--- src/rtl/tiny_host_if.sv ---
// tiny_host_if: host-side wrapper for the pairing core.
// It takes four 198-bit operands as 7-word bursts, writes them into core RAM,
// runs the core, then streams the six 198-bit results back as 7-word bursts.
//
// Ports
//   clk, reset            clock, asynchronous active-low reset
//   in_valid/in_ready/in_data     operand word stream (32 bit)
//   out_valid/out_ready/out_data  result word stream (32 bit)
//   busy                  operand burst started, results not yet drained
//   err                   sticky run timeout (constant 0 unless enabled)
//   core_reset            hold to the core, high keeps it silent
//   core_sel/core_w/core_addr/core_data   core RAM access port
//   core_out/core_done    core read data (one cycle after address) and done flag
//
// Build option: define TINY_HOST_TIMEOUT_EN to bound the RUN state to
// RUN_TIMEOUT cycles; without it the block waits for the core indefinitely.
module tiny_host_if #(
   parameter int unsigned RUN_TIMEOUT = 1000000
) (
   input  logic         clk,
   input  logic         reset,
   input  logic         in_valid,
   output logic         in_ready,
   input  logic [31:0]  in_data,
   output logic         out_valid,
   input  logic         out_ready,
   output logic [31:0]  out_data,
   output logic         busy,
   output logic         err,
   output logic         core_reset,
   output logic         core_sel,
   output logic         core_w,
   output logic [5:0]   core_addr,
   output logic [197:0] core_data,
   input  logic [197:0] core_out,
   input  logic         core_done
);

   localparam int unsigned WORD_W    = 32;
   localparam int unsigned VAL_W     = 198;
   localparam int unsigned ADDR_W    = 6;
   localparam int unsigned LAST_WORD = 6;
   localparam int unsigned TOP_W     = VAL_W - LAST_WORD * WORD_W;
   localparam int unsigned RES_W     = VAL_W - WORD_W;
   localparam int unsigned RES_BASE  = 9;
   localparam int unsigned RES_CNT   = 6;
   localparam int unsigned LAST_OP   = 3;

   typedef enum logic [2:0] {
      S_LOAD, S_WRITE, S_START, S_RUN, S_READ, S_CAPTURE, S_UNLOAD
   } state_t;

   state_t             state, state_nxt;
   logic [2:0]         word_cnt;
   logic [1:0]         op_cnt;
   logic [2:0]         res_idx;
   logic [VAL_W-1:0]   in_buf;
   logic [RES_W-1:0]   res_buf;
   logic               done_q;
   logic               in_fire, out_fire, done_edge, last_word, timeout;
   logic               in_ready_nxt, out_valid_nxt, busy_nxt, core_reset_nxt;
   logic               core_sel_nxt, core_w_nxt;
   logic [ADDR_W-1:0]  core_addr_nxt;

   assign in_fire   = in_valid && in_ready;
   assign out_fire  = out_valid && out_ready;
   assign last_word = (word_cnt == 3'(LAST_WORD));
   // done_q follows core_done every cycle, so the value seen in START is the
   // reference for RUN: a core_done already high on entry is not an edge.
   assign done_edge = core_done && !done_q;
   assign core_data = in_buf;

   // Operand address map: xp, yp, xq, yq
   function automatic logic [ADDR_W-1:0] op_addr(input logic [1:0] idx);
      case (idx)
         2'd0:    op_addr = ADDR_W'(3);
         2'd1:    op_addr = ADDR_W'(5);
         2'd2:    op_addr = ADDR_W'(6);
         default: op_addr = ADDR_W'(7);
      endcase
   endfunction

`ifdef TINY_HOST_TIMEOUT_EN
   localparam int unsigned RUN_W = $clog2(RUN_TIMEOUT + 1);
   logic [RUN_W-1:0] run_cnt;

   // Fires on the RUN_TIMEOUT-th RUN cycle unless the core finishes that cycle
   assign timeout = (state == S_RUN) && !done_edge && (run_cnt == RUN_W'(RUN_TIMEOUT - 1));

   // RUN cycle counter and sticky error flag
   always_ff @(posedge clk or negedge reset) begin
      if (!reset) begin
         run_cnt <= '0;
         err     <= 1'b0;
      end else begin
         if (state == S_RUN) run_cnt <= run_cnt + RUN_W'(1);
         else                run_cnt <= '0;
         if (timeout) err <= 1'b1;
      end
   end
`else
   assign timeout = 1'b0;
   // No run bound in this build; RUN_TIMEOUT has no effect and err stays 0
   assign err = 1'b0 & (RUN_TIMEOUT == 32'd0);
`endif

   // State register
   always_ff @(posedge clk or negedge reset) begin
      if (!reset) state <= S_LOAD;
      else        state <= state_nxt;
   end

   // Next-state logic
   always_comb begin
      state_nxt = state;
      case (state)
         S_LOAD:    if (in_fire && last_word) state_nxt = S_WRITE;
         S_WRITE:   state_nxt = (op_cnt == 2'(LAST_OP)) ? S_START : S_LOAD;
         S_START:   state_nxt = S_RUN;
         S_RUN:     if (done_edge)    state_nxt = S_READ;
                    else if (timeout) state_nxt = S_LOAD;
         S_READ:    state_nxt = S_CAPTURE;
         S_CAPTURE: state_nxt = S_UNLOAD;
         S_UNLOAD:  if (out_fire && last_word)
                       state_nxt = (res_idx == 3'(RES_CNT)) ? S_LOAD : S_READ;
         default:   state_nxt = S_LOAD;
      endcase
   end

   // Output decode for the upcoming state; registered below
   always_comb begin
      in_ready_nxt   = 1'b0;
      out_valid_nxt  = 1'b0;
      core_reset_nxt = 1'b0;
      core_sel_nxt   = 1'b0;
      core_w_nxt     = 1'b0;
      core_addr_nxt  = '0;
      case (state_nxt)
         S_LOAD: begin
            in_ready_nxt   = 1'b1;
            core_reset_nxt = 1'b1;
         end
         S_WRITE: begin
            core_reset_nxt = 1'b1;
            core_sel_nxt   = 1'b1;
            core_w_nxt     = 1'b1;
            core_addr_nxt  = op_addr(op_cnt);
         end
         S_START:  core_reset_nxt = 1'b1;
         S_READ: begin
            core_sel_nxt  = 1'b1;
            core_addr_nxt = ADDR_W'(RES_BASE) + ADDR_W'(res_idx);
         end
         S_UNLOAD: out_valid_nxt = 1'b1;
         default:  ;
      endcase
      // Idle only when back in LOAD with no operand word held
      busy_nxt = (state_nxt != S_LOAD) || (state == S_WRITE) ||
                 ((state == S_LOAD) && (in_fire || word_cnt != 3'd0 || op_cnt != 2'd0));
   end

   // Output registers and datapath
   always_ff @(posedge clk or negedge reset) begin
      if (!reset) begin
         in_ready   <= 1'b1;
         out_valid  <= 1'b0;
         busy       <= 1'b0;
         core_reset <= 1'b1;
         core_sel   <= 1'b0;
         core_w     <= 1'b0;
         core_addr  <= '0;
         out_data   <= '0;
         in_buf     <= '0;
         res_buf    <= '0;
         word_cnt   <= '0;
         op_cnt     <= '0;
         res_idx    <= '0;
         done_q     <= 1'b0;
      end else begin
         in_ready   <= in_ready_nxt;
         out_valid  <= out_valid_nxt;
         busy       <= busy_nxt;
         core_reset <= core_reset_nxt;
         core_sel   <= core_sel_nxt;
         core_w     <= core_w_nxt;
         core_addr  <= core_addr_nxt;
         done_q     <= core_done;
         case (state)
            S_LOAD: if (in_fire) begin
               for (int k = 0; k < int'(LAST_WORD); k++)
                  if (word_cnt == 3'(k)) in_buf[k*WORD_W +: WORD_W] <= in_data;
               // Last word carries only the top bits; the rest is ignored
               if (last_word) in_buf[VAL_W-1 -: TOP_W] <= in_data[TOP_W-1:0];
               word_cnt <= last_word ? 3'd0 : word_cnt + 3'd1;
            end
            S_WRITE: op_cnt <= op_cnt + 2'd1;
            S_CAPTURE: begin
               out_data <= core_out[WORD_W-1:0];
               res_buf  <= core_out[VAL_W-1:WORD_W];
               res_idx  <= res_idx + 3'd1;
            end
            S_UNLOAD: if (out_fire) begin
               // Shift-out leaves zeros above the 6 top bits in the last word
               out_data <= res_buf[WORD_W-1:0];
               res_buf  <= res_buf >> WORD_W;
               word_cnt <= last_word ? 3'd0 : word_cnt + 3'd1;
               if (last_word && res_idx == 3'(RES_CNT)) res_idx <= 3'd0;
            end
            default: ;
         endcase
      end
   end

endmodule

--- config.mk ---
export PLATFORM = sky130hd
export DESIGN_NAME = tiny_host_if
export DESIGN_NICKNAME = d
export VERILOG_FILES = /design/src/rtl/tiny_host_if.sv
export SDC_FILE = /design/constraint.sdc
export NUM_CORES = 1
export LEC_CHECK = 0
export ABC_AREA = 1
export BUFFER_PORTS_ARGS = -buffer_cell sky130_fd_sc_hd__buf_4
export CAP_MARGIN = 20
export CORE_UTILIZATION = 35
export CTS_CLUSTER_SIZE = 14
export DETAILED_ROUTE_END_ITERATION = 10
export SKIP_CTS_REPAIR_TIMING = 1
export SLEW_MARGIN = 25
export SYNTH_ARGS = -nofsm -noshare
export SYNTH_HDL_FRONTEND = slang
export SYNTH_SLANG_ARGS = --single-unit
--- constraint.sdc ---
create_clock -name clk -period 2 [get_ports clk]
set_input_delay 0.3 -clock clk [delete_from_list [all_inputs] [get_ports clk]]
set_output_delay 0.3 -clock clk [all_outputs]
set_load 0.005 [all_outputs]
==> flow_metrics.env <==
export IMPL_wl_per_cell_um=17.6
export IMPL_synth_cell_types=34
export IMPL_yosysSeqAreaShare=0.611
export IMPL_drv_slew=0
export IMPL_yosysTopAreaCell="dfrtp_1"
export IMPL_syn_inst=1844
export IMPL_numCtsBuffers=47
export IMPL_cp_arrival_ns=2.31
export IMPL_yosysTopAreaCellShare=0.608
export IMPL_gp_congestion=0.818
export IMPL_fill_cells=4516
export IMPL_worstSkewPairLatency_ns=0.59
export IMPL_min_path_cells=3
export IMPL_path_class="reg2reg"
export IMPL_avgSynthCellArea_um2=9.30
export IMPL_grt_pass1_wl_um=79800
export IMPL_synthAdderAreaFrac=0.00584
export IMPL_p_total_mw=35.6
export IMPL_io_pins=478
export IMPL_final_cells=3015
export IMPL_synth_top_family_by_area="compound AO/OA/AOI/OAI gates"
export IMPL_rsz0062_at_grt="yes"
export IMPL_synth_compound_area_share=0.173
export IMPL_drt_wl_total_um=53200
export IMPL_drc_errors=0
export IMPL_fmax_mhz=539
export IMPL_multi_input_area_um2=5410
export IMPL_peakVddDrop_mv=0.960
export IMPL_hold_start="core_out[66]"
export IMPL_status="finished, violations left"
export IMPL_fin_nets=2604
export IMPL_rrSetupSlack_ns=0.14
export IMPL_relSlewSlack=0.659
export IMPL_antenna_found_initial=4
export IMPL_register_area_um2=10500
export IMPL_crit_path_end_kind="register"
export IMPL_synthMuxAreaShare=0
export IMPL_grt_max_degree=139
export IMPL_die_area_um2=49900
export IMPL_startpoint_type="register"
export IMPL_dp_hpwl_um=37300
export IMPL_synth_area_top_cells="dfrtp_1 61%, nand2_1 10%, o21ai_0 7.3%"
export IMPL_cts_sinks=419
export IMPL_async_reset_ff_frac=1.00
export IMPL_final_cell_area_um2=23800
export IMPL_critPathMaxFanout=39
export IMPL_synth_area_um2=17200
export IMPL_reg2reg_from="state[2]$_DFF_PN0_"
export IMPL_postPlaceCellArea_um2=21500
export IMPL_drtAntennaViolNets=0
export IMPL_synthXorXnorAreaFrac=0.000511
export IMPL_first_iter_violations=992
export IMPL_drive_above_1_share=0.259
export IMPL_clk_pin_slew_ns=0.06
export IMPL_yosys_area_share_simple=0.133
export IMPL_vias_per_cell=4.79
export IMPL_grt_pass1_vias=13700
export IMPL_cap_violations=0
export IMPL_portBuffers=475
export IMPL_timing_final_hold_violations=4
export IMPL_dpl_cell_count=2859
export IMPL_layout_min_cycle_time_ns=1.86
export IMPL_die_h_um=223
export IMPL_cts_buffer_depth=3
export IMPL_fin_ws_ns=0.145
export IMPL_power_density_nw_per_um2=1490
export IMPL_synthFlopType="dfrtp_1"
export IMPL_dr_pass1_iters=5
export IMPL_synth_edf_count=0
export IMPL_hold_path_class="in2reg"
export IMPL_final_common_cell="buf_4"
export IMPL_grt_use_total=0.206
export IMPL_htree_levels=2
export IMPL_worst_r2r_cell_count=7
export IMPL_whs_ns=-0.00384
export IMPL_violations="negative hold slack"
export IMPL_post_place_ws_ns=0.0967
export IMPL_layout_common_cells="495 x buf_4, 457 x nand2_1, 417 x dfrtp_1"
export IMPL_fin_skew_ns=0.0259
export IMPL_core_area_um2=48000
export IMPL_start_util=0.357
export IMPL_leakage_nw=11.5
export IMPL_hold_path_end="res_buf[34]$_DFFE_PN0P_"
export IMPL_cts_tree="built"
export IMPL_synth_seq_cells=419
export IMPL_gr_total_overflow=0
export IMPL_vias=14400
export IMPL_yosysWarnings=0
export IMPL_area_growth_pct=39.0
export IMPL_critPathRequiredTime_ns=2.45
export IMPL_std_cell_rows=80
export IMPL_post_route_period_util=0.928
export IMPL_cts_root_buf="clkbuf_16"
export IMPL_tightest_slew_ns=0.512
export IMPL_timing_rr_end="busy$_DFF_PN0_"
export IMPL_setup_viol=0
export IMPL_dieWidth_um=223
final cells by class:
class,count,share of cell area
Tap cell,615,0.0323
Antenna cell,3,0.000315
Timing Repair Buffer,585,0.203
Sequential cell,419,0.440
Clock buffer,67,0.0575
Multi-Input combinational cell,1121,0.227
Inverter,187,0.0301
Clock inverter,18,0.00997
where the power goes:
part	switching [mW]	internal, mW
sequential	1.90	12.4
clock	3.55	5.30
combinational	6.64	5.76
total	12.1	23.5
stage by stage:
stage	setup TNS, ns	hold slack (ns)	util
3_3_place_gp	0	0.219	0.448
2_1_floorplan	0	0.00441	-
3_5_place_dp	0	0.223	0.448
4_1_cts	0	-0.401	0.482
5_1_grt	-0.0145	0.000186	0.496
6_report	0	-0.00384	0.496
layer usage:
metal | GRT usage | part of all wire | up-vias
li1 | - | - | 7077
met1 | 0.276 | 0.43 | 6790
met2 | 0.320 | 0.47 | 440
met3 | 0.0410 | 0.057 | 124
met4 | 0.103 | 0.046 | 2
met5 | 0 | 0.00017 | -
Yosys cell counts (2+ instances only):
master / instances
nand3_2: 2
buf_2: 52
inv_2: 4
buf_4: 19
nor3_1: 2
nor2_1: 80
nand4_1: 4
nand3_1: 11
clkbuf_1: 45
o21ai_0: 249
nand2_2: 3
o211ai_1: 97
or2_2: 2
a31oi_1: 37
o21ai_1: 118
nand3_4: 3
ha_1: 8
nor2_2: 4
dfstp_2: 2
a21oi_1: 35
nand2_1: 458
inv_1: 181
dfrtp_1: 417
flip-flops by register name, summed over array words and instances, names as in the netlist, 2 cells and up:
register,flops
state,3
res_buf,166
core_data,198
out_data,32
op_cnt,2
core_addr,5
word_cnt,3
res_idx,3
how the worst max path moves through the flow:
| stage | startpoint | end | slack (ns) | cells past startpoint |
|---|---|---|---|---|
| final | state[2]$_DFF_PN0_ | busy$_DFF_PN0_ | 0.14 | 7 |
| after global routing | state[2]$_DFF_PN0_ | core_sel$_DFF_PN0_ | -0.01 | 7 |
| after CTS | state[0]$_DFF_PN0_ | res_buf[14]$_DFFE_PN0P_ | 0.08 | 8 |
| after detailed placement | state[0]$_DFF_PN0_ | res_buf[14]$_DFFE_PN0P_ | 0.1 | 8 |
| after global placement | state[0]$_DFF_PN0_ | out_data[22]$_DFFE_PN0P_ | 0.20 | 8 |
| after floorplan | word_cnt[2]$_DFFE_PN0P_ | core_data[100]$_DFFE_PN0P_ | 0.53 | 7 |
kinds of logic after synthesis:
group,count (synthesis)
AND/OR/NAND/NOR,573
AO/OA/AOI/OAI,536
flip-flops,419
buffers and inverters,306
adder cells (fa/ha/maj),8
XOR/XNOR,1
other,1
worst max-delay path, cell delays in order, from the launching register on:
cell	delay (ns)
dfrtp_1	0.45
nand3_2	0.18
buf_4	0.39
nor2_1	0.08
nor2_1	0.10
nand3_1	0.24
nor2_1	0.23
nand2_1	0.07
Note: power is estimated with default switching activity, not from simulation.
